--- src/rtl/alu_issue_if.sv ---
// Issue-stage bundle: upstream instruction handshake, ALU-side issue handshake,
// writeback port and illegal-opcode counter. "master" drives instructions/writeback.
interface alu_issue_if #(
   parameter int WIDTH = 32
);
   logic                    instr_valid;
   logic [31:0]             instr;
   logic                    instr_ready;
   logic                    ex_valid;
   logic                    ex_ready;
   logic signed [WIDTH-1:0] RS1;
   logic signed [WIDTH-1:0] RS2;
   logic [2:0]              Funct3;
   logic [6:0]              Funct7;
   logic [6:0]              opcode;
   logic [11:0]             Imm_reg;
   logic [4:0]              Shamt;
   logic [4:0]              rd_addr;
   logic                    wb_en;
   logic [4:0]              wb_addr;
   logic signed [WIDTH-1:0] wb_data;
   logic [7:0]              illegal_cnt;

   modport master (
      output instr_valid, instr, ex_ready, wb_en, wb_addr, wb_data,
      input  instr_ready, ex_valid, RS1, RS2, Funct3, Funct7, opcode,
             Imm_reg, Shamt, rd_addr, illegal_cnt
   );

   modport slave (
      input  instr_valid, instr, ex_ready, wb_en, wb_addr, wb_data,
      output instr_ready, ex_valid, RS1, RS2, Funct3, Funct7, opcode,
             Imm_reg, Shamt, rd_addr, illegal_cnt
   );
endinterface

--- src/rtl/alu_issue_stage.sv ---
// RV32 R/I-type issue stage: register file, decode, operand fetch with writeback
// bypass, and a one-entry output register that refreshes its operands while stalled.
module alu_issue_stage #(
   parameter int WIDTH = 32
) (
   input logic       clk,
   input logic       rst,
   alu_issue_if.slave bus
);

   localparam logic [6:0] OPC_R = 7'b0110011;
   localparam logic [6:0] OPC_I = 7'b0010011;

   logic signed [WIDTH-1:0] r_rf [32];

   logic                    r_vld_p1;
   logic signed [WIDTH-1:0] r_rs1_p1;
   logic signed [WIDTH-1:0] r_rs2_p1;
   logic [2:0]              r_funct3_p1;
   logic [6:0]              r_funct7_p1;
   logic [6:0]              r_opcode_p1;
   logic [11:0]             r_imm_p1;
   logic [4:0]              r_shamt_p1;
   logic [4:0]              r_rd_p1;
   logic [4:0]              r_rs1_idx_p1;
   logic [4:0]              r_rs2_idx_p1;
   logic [7:0]              r_illegal_cnt;

   logic                    w_ready;
   logic                    w_accept;
   logic                    w_is_r;
   logic                    w_is_i;
   logic                    w_legal;
   logic [4:0]              w_rs1_idx;
   logic [4:0]              w_rs2_idx;
   logic signed [WIDTH-1:0] w_rs1_val;
   logic signed [WIDTH-1:0] w_rs2_val;
   logic                    w_stall;
   logic                    w_wb_live;

   // Register read with x0 hard-wired and same-cycle writeback forwarding.
   function automatic logic signed [WIDTH-1:0] f_read_fwd(
      input logic [4:0]              idx,
      input logic signed [WIDTH-1:0] rf_val,
      input logic                    wb_en,
      input logic [4:0]              wb_addr,
      input logic signed [WIDTH-1:0] wb_data
   );
      if (idx == 5'd0)
         return '0;
      else if (wb_en && (wb_addr == idx))
         return wb_data;
      else
         return rf_val;
   endfunction

   function automatic logic [7:0] f_sat_inc(input logic [7:0] cnt);
      return (cnt == 8'hFF) ? cnt : cnt + 8'd1;
   endfunction

   assign w_ready   = !r_vld_p1 || bus.ex_ready;
   assign w_accept  = bus.instr_valid && w_ready;
   assign w_is_r    = (bus.instr[6:0] == OPC_R);
   assign w_is_i    = (bus.instr[6:0] == OPC_I);
   assign w_legal   = w_is_r || w_is_i;
   assign w_rs1_idx = bus.instr[19:15];
   assign w_rs2_idx = bus.instr[24:20];
   assign w_stall   = r_vld_p1 && !bus.ex_ready;
   assign w_wb_live = bus.wb_en && (bus.wb_addr != 5'd0);

   assign w_rs1_val = f_read_fwd(w_rs1_idx, r_rf[w_rs1_idx], bus.wb_en, bus.wb_addr, bus.wb_data);
   assign w_rs2_val = f_read_fwd(w_rs2_idx, r_rf[w_rs2_idx], bus.wb_en, bus.wb_addr, bus.wb_data);

   always_ff @(posedge clk or posedge rst) begin
      if (rst) begin
         for (int i = 0; i < 32; i++) r_rf[i] <= '0;
      end else if (w_wb_live) begin
         r_rf[bus.wb_addr] <= bus.wb_data;
      end
   end

   // Stage p0 -> p1: decode/operand capture into the issue register.
   always_ff @(posedge clk or posedge rst) begin
      if (rst) begin
         r_vld_p1      <= 1'b0;
         r_rs1_p1      <= '0;
         r_rs2_p1      <= '0;
         r_funct3_p1   <= '0;
         r_funct7_p1   <= '0;
         r_opcode_p1   <= '0;
         r_imm_p1      <= '0;
         r_shamt_p1    <= '0;
         r_rd_p1       <= '0;
         r_rs1_idx_p1  <= '0;
         r_rs2_idx_p1  <= '0;
         r_illegal_cnt <= '0;
      end else if (w_accept && w_legal) begin
         r_vld_p1     <= 1'b1;
         r_rs1_p1     <= w_rs1_val;
         r_rs2_p1     <= w_is_r ? w_rs2_val : '0;
         r_funct3_p1  <= bus.instr[14:12];
         r_funct7_p1  <= bus.instr[31:25];
         r_opcode_p1  <= bus.instr[6:0];
         r_imm_p1     <= w_is_i ? bus.instr[31:20] : '0;
         r_shamt_p1   <= bus.instr[24:20];
         r_rd_p1      <= bus.instr[11:7];
         r_rs1_idx_p1 <= w_rs1_idx;
         r_rs2_idx_p1 <= w_rs2_idx;
      end else begin
         if (w_accept)
            r_illegal_cnt <= f_sat_inc(r_illegal_cnt);
         if (r_vld_p1 && bus.ex_ready) begin
            r_vld_p1 <= 1'b0;
         end else if (w_stall && w_wb_live) begin
            // A stalled op must not carry operands that went stale while it waited.
            if (bus.wb_addr == r_rs1_idx_p1)
               r_rs1_p1 <= bus.wb_data;
            if ((r_opcode_p1 == OPC_R) && (bus.wb_addr == r_rs2_idx_p1))
               r_rs2_p1 <= bus.wb_data;
         end
      end
   end

   assign bus.instr_ready = w_ready;
   assign bus.ex_valid    = r_vld_p1;
   assign bus.RS1         = r_rs1_p1;
   assign bus.RS2         = r_rs2_p1;
   assign bus.Funct3      = r_funct3_p1;
   assign bus.Funct7      = r_funct7_p1;
   assign bus.opcode      = r_opcode_p1;
   assign bus.Imm_reg     = r_imm_p1;
   assign bus.Shamt       = r_shamt_p1;
   assign bus.rd_addr     = r_rd_p1;
   assign bus.illegal_cnt = r_illegal_cnt;

endmodule
--- src/flat_wrapper.sv ---
// flat-port wrapper written by rule: the top's interface ports become plain ports
module alu_issue_stage_flat 
#(
   parameter int WIDTH = 32
)
  (clk, rst, bus_instr_valid, bus_instr, bus_ex_ready, bus_wb_en, bus_wb_addr, bus_wb_data, bus_instr_ready, bus_ex_valid, bus_RS1, bus_RS2, bus_Funct3, bus_Funct7, bus_opcode, bus_Imm_reg, bus_Shamt, bus_rd_addr, bus_illegal_cnt);
  alu_issue_if #(.WIDTH(WIDTH)) bus_i ();
  input logic clk;
  input logic rst;
  input wire logic [$bits(bus_i.instr_valid)-1:0] bus_instr_valid;
  input wire logic [$bits(bus_i.instr)-1:0] bus_instr;
  input wire logic [$bits(bus_i.ex_ready)-1:0] bus_ex_ready;
  input wire logic [$bits(bus_i.wb_en)-1:0] bus_wb_en;
  input wire logic [$bits(bus_i.wb_addr)-1:0] bus_wb_addr;
  input wire logic [$bits(bus_i.wb_data)-1:0] bus_wb_data;
  output wire logic [$bits(bus_i.instr_ready)-1:0] bus_instr_ready;
  output wire logic [$bits(bus_i.ex_valid)-1:0] bus_ex_valid;
  output wire logic [$bits(bus_i.RS1)-1:0] bus_RS1;
  output wire logic [$bits(bus_i.RS2)-1:0] bus_RS2;
  output wire logic [$bits(bus_i.Funct3)-1:0] bus_Funct3;
  output wire logic [$bits(bus_i.Funct7)-1:0] bus_Funct7;
  output wire logic [$bits(bus_i.opcode)-1:0] bus_opcode;
  output wire logic [$bits(bus_i.Imm_reg)-1:0] bus_Imm_reg;
  output wire logic [$bits(bus_i.Shamt)-1:0] bus_Shamt;
  output wire logic [$bits(bus_i.rd_addr)-1:0] bus_rd_addr;
  output wire logic [$bits(bus_i.illegal_cnt)-1:0] bus_illegal_cnt;
  assign bus_i.instr_valid = bus_instr_valid;
  assign bus_i.instr = bus_instr;
  assign bus_i.ex_ready = bus_ex_ready;
  assign bus_i.wb_en = bus_wb_en;
  assign bus_i.wb_addr = bus_wb_addr;
  assign bus_i.wb_data = bus_wb_data;
  assign bus_instr_ready = bus_i.instr_ready;
  assign bus_ex_valid = bus_i.ex_valid;
  assign bus_RS1 = bus_i.RS1;
  assign bus_RS2 = bus_i.RS2;
  assign bus_Funct3 = bus_i.Funct3;
  assign bus_Funct7 = bus_i.Funct7;
  assign bus_opcode = bus_i.opcode;
  assign bus_Imm_reg = bus_i.Imm_reg;
  assign bus_Shamt = bus_i.Shamt;
  assign bus_rd_addr = bus_i.rd_addr;
  assign bus_illegal_cnt = bus_i.illegal_cnt;
  alu_issue_stage #(.WIDTH(WIDTH)) u_core (.clk(clk), .rst(rst), .bus(bus_i));
endmodule
--- config.mk ---
export PLATFORM = sky130hd
export DESIGN_NAME = alu_issue_stage_flat
export DESIGN_NICKNAME = d
export VERILOG_FILES = /design/src/rtl/alu_issue_if.sv /design/src/rtl/alu_issue_stage.sv /design/src/flat_wrapper.sv
export SDC_FILE = /design/constraint.sdc
export NUM_CORES = 2
export LEC_CHECK = 0
export CORE_ASPECT_RATIO = 1.5
export CORE_MARGIN = 3
export CORE_UTILIZATION = 50
export DETAILED_ROUTE_END_ITERATION = 10
export GPL_TIMING_DRIVEN = 0
export HOLD_SLACK_MARGIN = 0.1
export PLACE_DENSITY_LB_ADDON = 0.25
export RECOVER_POWER = 100
export SLEW_MARGIN = 20
export SYNTH_ARGS = -nofsm -noshare
export SYNTH_HDL_FRONTEND = slang
export SYNTH_SLANG_ARGS = --single-unit
--- constraint.sdc ---
create_clock -name clk -period 51.4 [get_ports clk]
set_clock_uncertainty 0.1 [all_clocks]
set_input_delay 12.85 -clock clk [delete_from_list [all_inputs] [get_ports clk]]
set_output_delay 12.85 -clock clk [all_outputs]
set_load 0.01 [all_outputs]
======== Word level (Yosys, flattened, before mapping) ========
Cells that the tools add are included.
storage, ports and cells
  bits in registers ....................... 1141
  word-level logic and storage cells ...... 111
cells by class
  add/subtract/negate cells ............... 1
  $lt $le $gt $ge ......................... 4
  equal/unequal tests ..................... 9
  muxes and demuxes ....................... 25
  bitwise operators ....................... 5
  reduce and logical (&&, ||, !) cells .... 24
operators by type and width
  cell                 count
  $bwmux 1024          1
  $mux 32              18
  $bmux 32 s5          2
  $demux 32 s5         1
  $eq 5x5->1           4
  $ge 6x6->1 const B   3
  $not 5->6            3
  $eq 7x6->1 const B   2
  $mux 12              1
  $logic_and 1x1->1    10
  $logic_not 5->1      2
  $reduce_and 3->1     3
  $add 8x1->8 const B  1
  $eq 8x8->1 const B   1
  $reduce_bool 2->1    4
  $eq 7x5->1 const B   1
  $lt 6x1->1 const B   1
  $reduce_bool 5->1    1
  $logic_not 1->1      2
  $logic_or 1x1->1     2
  $mux 1               2
  $ne 2x1->1 const B   1
  $not 1->1            2

======== Depth between registers and ports, before layout ========
  depth after elaboration ................. 8
  mapped depth ............................ 12

======== Worst setup path after synthesis ========
Ideal clock, no wire load.
  path type ............................... input to output
  from .................................... in bus_ex_ready
  to ...................................... out bus_instr_ready
  arrival time ............................ 13.089 ns
  data required time ...................... 38.450 ns
  slack ................................... 25.361 ns
  cell stages on the path ................. 2
  path through ............................ nand2b_4 > buf_6
on the way
  longest elaborated chain between the ends .. 1
RTL lines
  element           RTL line               text
  start, declared   flat_wrapper.sv:12     input wire logic [$bits(bus_i.ex_ready)-1:0] bus_ex_ready;
  $logic_or 1x1->1  alu_issue_stage.sv:61  assign w_ready = !r_vld_p1 || bus.ex_ready;
  end, declared     flat_wrapper.sv:16     output wire logic [$bits(bus_i.instr_ready)-1:0] bus_instr_ready;
Every way passes these cells.

==> metrics.csv <==
metric,value,unit
Die Y,429.1,um
core area,117900,um^2
RSZ-0062 raised after global routing,false,
Core Rows,154,
CTS H-tree depth,3,
DR WL met2,113.7,mm
Die W,288.1,um
top post-synthesis cells by area,"dfrtp_1 (48%), mux2_2 (19%), mux4_2 (15%)",
placed cell count,5979,
yosys synthesis warning count,0,
Post-synth top flop,dfrtp_1,
most area-hungry cell type in the Yosys netlist,dfrtp_1,
setup TNS,0,ns
max-slew violations,1184,
"leading cell type in the layout, fill and taps excluded",dfrtp_1,
leak pwr,29.81,nW
CTS buffer count,110,
number of synthesized flops with an enable pin,0,
Synth top area share,0.4784,
Seq cells post-synth,1141,
sequential-to-total area share from yosys stat,0.4784,
post-route non-filler standard cell count,6222,
Largest register FFs,1024,
switching pwr,785.3,uW
"Max FO, Critical Path",95,
Peak VDD IR,0.02996,mV
critical path class,input pin to asynchronous set/reset pin,
worst r2r path cells,10,
Worst-Skew Late Latency,0.79,ns
Reg with most FFs,u_core.r_rf,
largest net degree at the start of global routing,99,
worst min path class,flip-flop to flip-flop,
failing checks,"max-capacitance violations, max-slew violations",
Sink Count,1141,
final worst slack,18.99,ns
metal3 WL,37.47,mm
clock tree buffer depth,3,
fin crit period,32.41,ns
CTS hold repair buffers,0,
Crit path arrival time,31.96,ns
Reg power frac,0.451,
Post-DP HPWL,182.6,mm
Root Buffer,clkbuf_16,
Power Dens Cells,39.24,nW/um^2
Ports,187,
nets,4607,
average cell area after synthesis,14.15,um^2
vias per std cell,7.396,
gr usage total,0.4327,
via count,46020,
final hold vios,0,
Synth Instances,4218,
number of global-route vias before repair,44950,
DRT met1 WL,87.29,mm
combinational share of power,0.215,
crit end category,asynchronous set/reset pin,
final WL,267.9,mm
fmax,30.85,MHz
number of max-cap violations,24,
"Net Count, Synth",4293,
drt pass-1 iters,8,
actual slew at the worst max-slew pin,5.352,ns
Final GP Congestion,1.046,
# port buffers,175,
DR WL/cell,43.06,um
number of remaining DRC errors,0,
initial antenna violation count,23,
pre-CTS WS,24.38,ns
"Period Utilization, post-route",0.6306,
internal power,1.870,mW
full die area,123600,um^2
Synth cell types,66,
Net Sw Frac,0.2957,
Post-CTS Resized,0,
clock slew at reported path FFs,0.06,ns
number of fill cells,9607,
clock power share,0.335,
synth-to-layout area growth,13.41,%
proportion of layout cells with a drive suffix above 1,0.3923,
postcts setup bufs,0,
post-synthesis async set-or-reset flop share,1.000,
post-synthesis cell area,59680,um^2
Initial Utilization,0.5061,
worst endpoint required time,50.95,ns
most frequent cells in the layout,"dfrtp_1 (1141), mux2_2 (1021), mux4_2 (410), clkbuf_1 (327), mux2i_1 (313)",
WHS Path Cells,2,
Startpoint Class,input pin,
CTS tree,built,
top layer in use,met5,
first-pass GRT wire length,363.9,mm
Final setup viols,0,
status,"complete, but fails checks",
Worst slew margin,-2.568,
Initial DRC Count,6850,
post-route ant nets,0,
global route overflow,0,
critical path: stages:
cell and delay, ns:
dlygate4sd3_1 0.54, clkinvlp_2 0.64, clkbuf_1 3.15, clkbuf_1 3.39
clkbuf_1 3.92, clkbuf_1 3.41, clkbuf_1 3.71
path summary, 6_finish.rpt:
kind | end | from | slack (ns)
min in group asynchronous | u_core.r_rf[1012] | rst | 12.64
max in group clk | bus_instr_ready | bus_ex_ready | 24.08
setup / recovery | u_core.r_rf[483] | rst | 18.99
setup reg to reg | u_core.bus.RS1[18] | u_core.bus.ex_valid | 47.36
hold / removal | u_core.bus.Imm_reg[9] | u_core.bus.Imm_reg[9] | 0.37
hold reg to reg | u_core.bus.Imm_reg[9] | u_core.bus.Imm_reg[9] | 0.37
through the flow:
stage               utilization  hold WS, ns  area [um^2]  power, mW
finish                   0.5740       0.3650        67690      2.656
global placement         0.5375       0.3541        63390      1.744
CTS                      0.5767       0.3709        68010      2.634
detailed placement       0.5438       0.3575        64130      1.764
global route             0.5733       0.3798        67610      2.721
floorplan                     -       0.3413        59680      1.553
kinds of logic (layout without fill, tap and decap cells):
logic type,after synthesis,count (layout),synth area share
muxes,1746,1746,0.4002
adders and majority gates,1,1,0.0002096
AOI/OAI and AO/OA,420,420,0.05247
DFF,1141,1141,0.4784
other,0,33,0
and+or+nand+nor,413,413,0.03201
xor gates and xnor gates,27,27,0.003962
buffers and inverters,470,881,0.03274
synthesized netlist by cell type (all sizes together), types with 3 or more instances:
cell type and count:
clkbuf 310, o22ai 10, a221oi 141, nand4 4
and3 7, a211o 4, nand2 179, dfrtp 1141
inv 4, mux2i 313, nor2 87, nor4 6
nand3 38, mux2 1023, xor2 5, buf 155
nand3b 15, o211ai 9, a221o 18, nand2b 14
xnor2 22, mux4 410, a22oi 44, a211oi 12
nand4b 3, o32a 5, o21ai 89, a311oi 6
a21oi 54, nor3b 5, and2 7, nor3 24
a21o 5, o2111a 4, nor4b 3, or2 4
nor2b 13, o311ai 8
power by group through the flow:
stage	Clock, mW	Combinational [mW]	Sequential [mW]
after floorplan	0	0.383	1.17
after global placement	0	0.543	1.20
after detailed placement	0	0.559	1.20
after CTS	0.883	0.562	1.19
after global routing	0.917	0.593	1.21
final	0.888	0.570	1.20
area by class of cell:
class | count | area (um^2) | share of cell area
diodes | 33 | 82.58 | 0.001220
multi-input cells | 2607 | 29140 | 0.4306
flip-flops and latches | 1141 | 28550 | 0.4218
repair buffers | 202 | 2028 | 0.02996
clock buffers | 170 | 3423 | 0.05058
well taps | 1560 | 1952 | 0.02884
inverters | 5 | 20.02 | 0.0002958
clock inverters | 39 | 459.2 | 0.006784
plain buffers | 465 | 2024 | 0.02991
metal layers:
metal  GRT usage  vias to the layer above
met2      0.6140                     4116
li1            -                    16790
met1      0.4992                    23630
met3      0.1868                     1474
met5    0.005556                        -
met4      0.3706                       12
(Power assumes the default switching activity.)
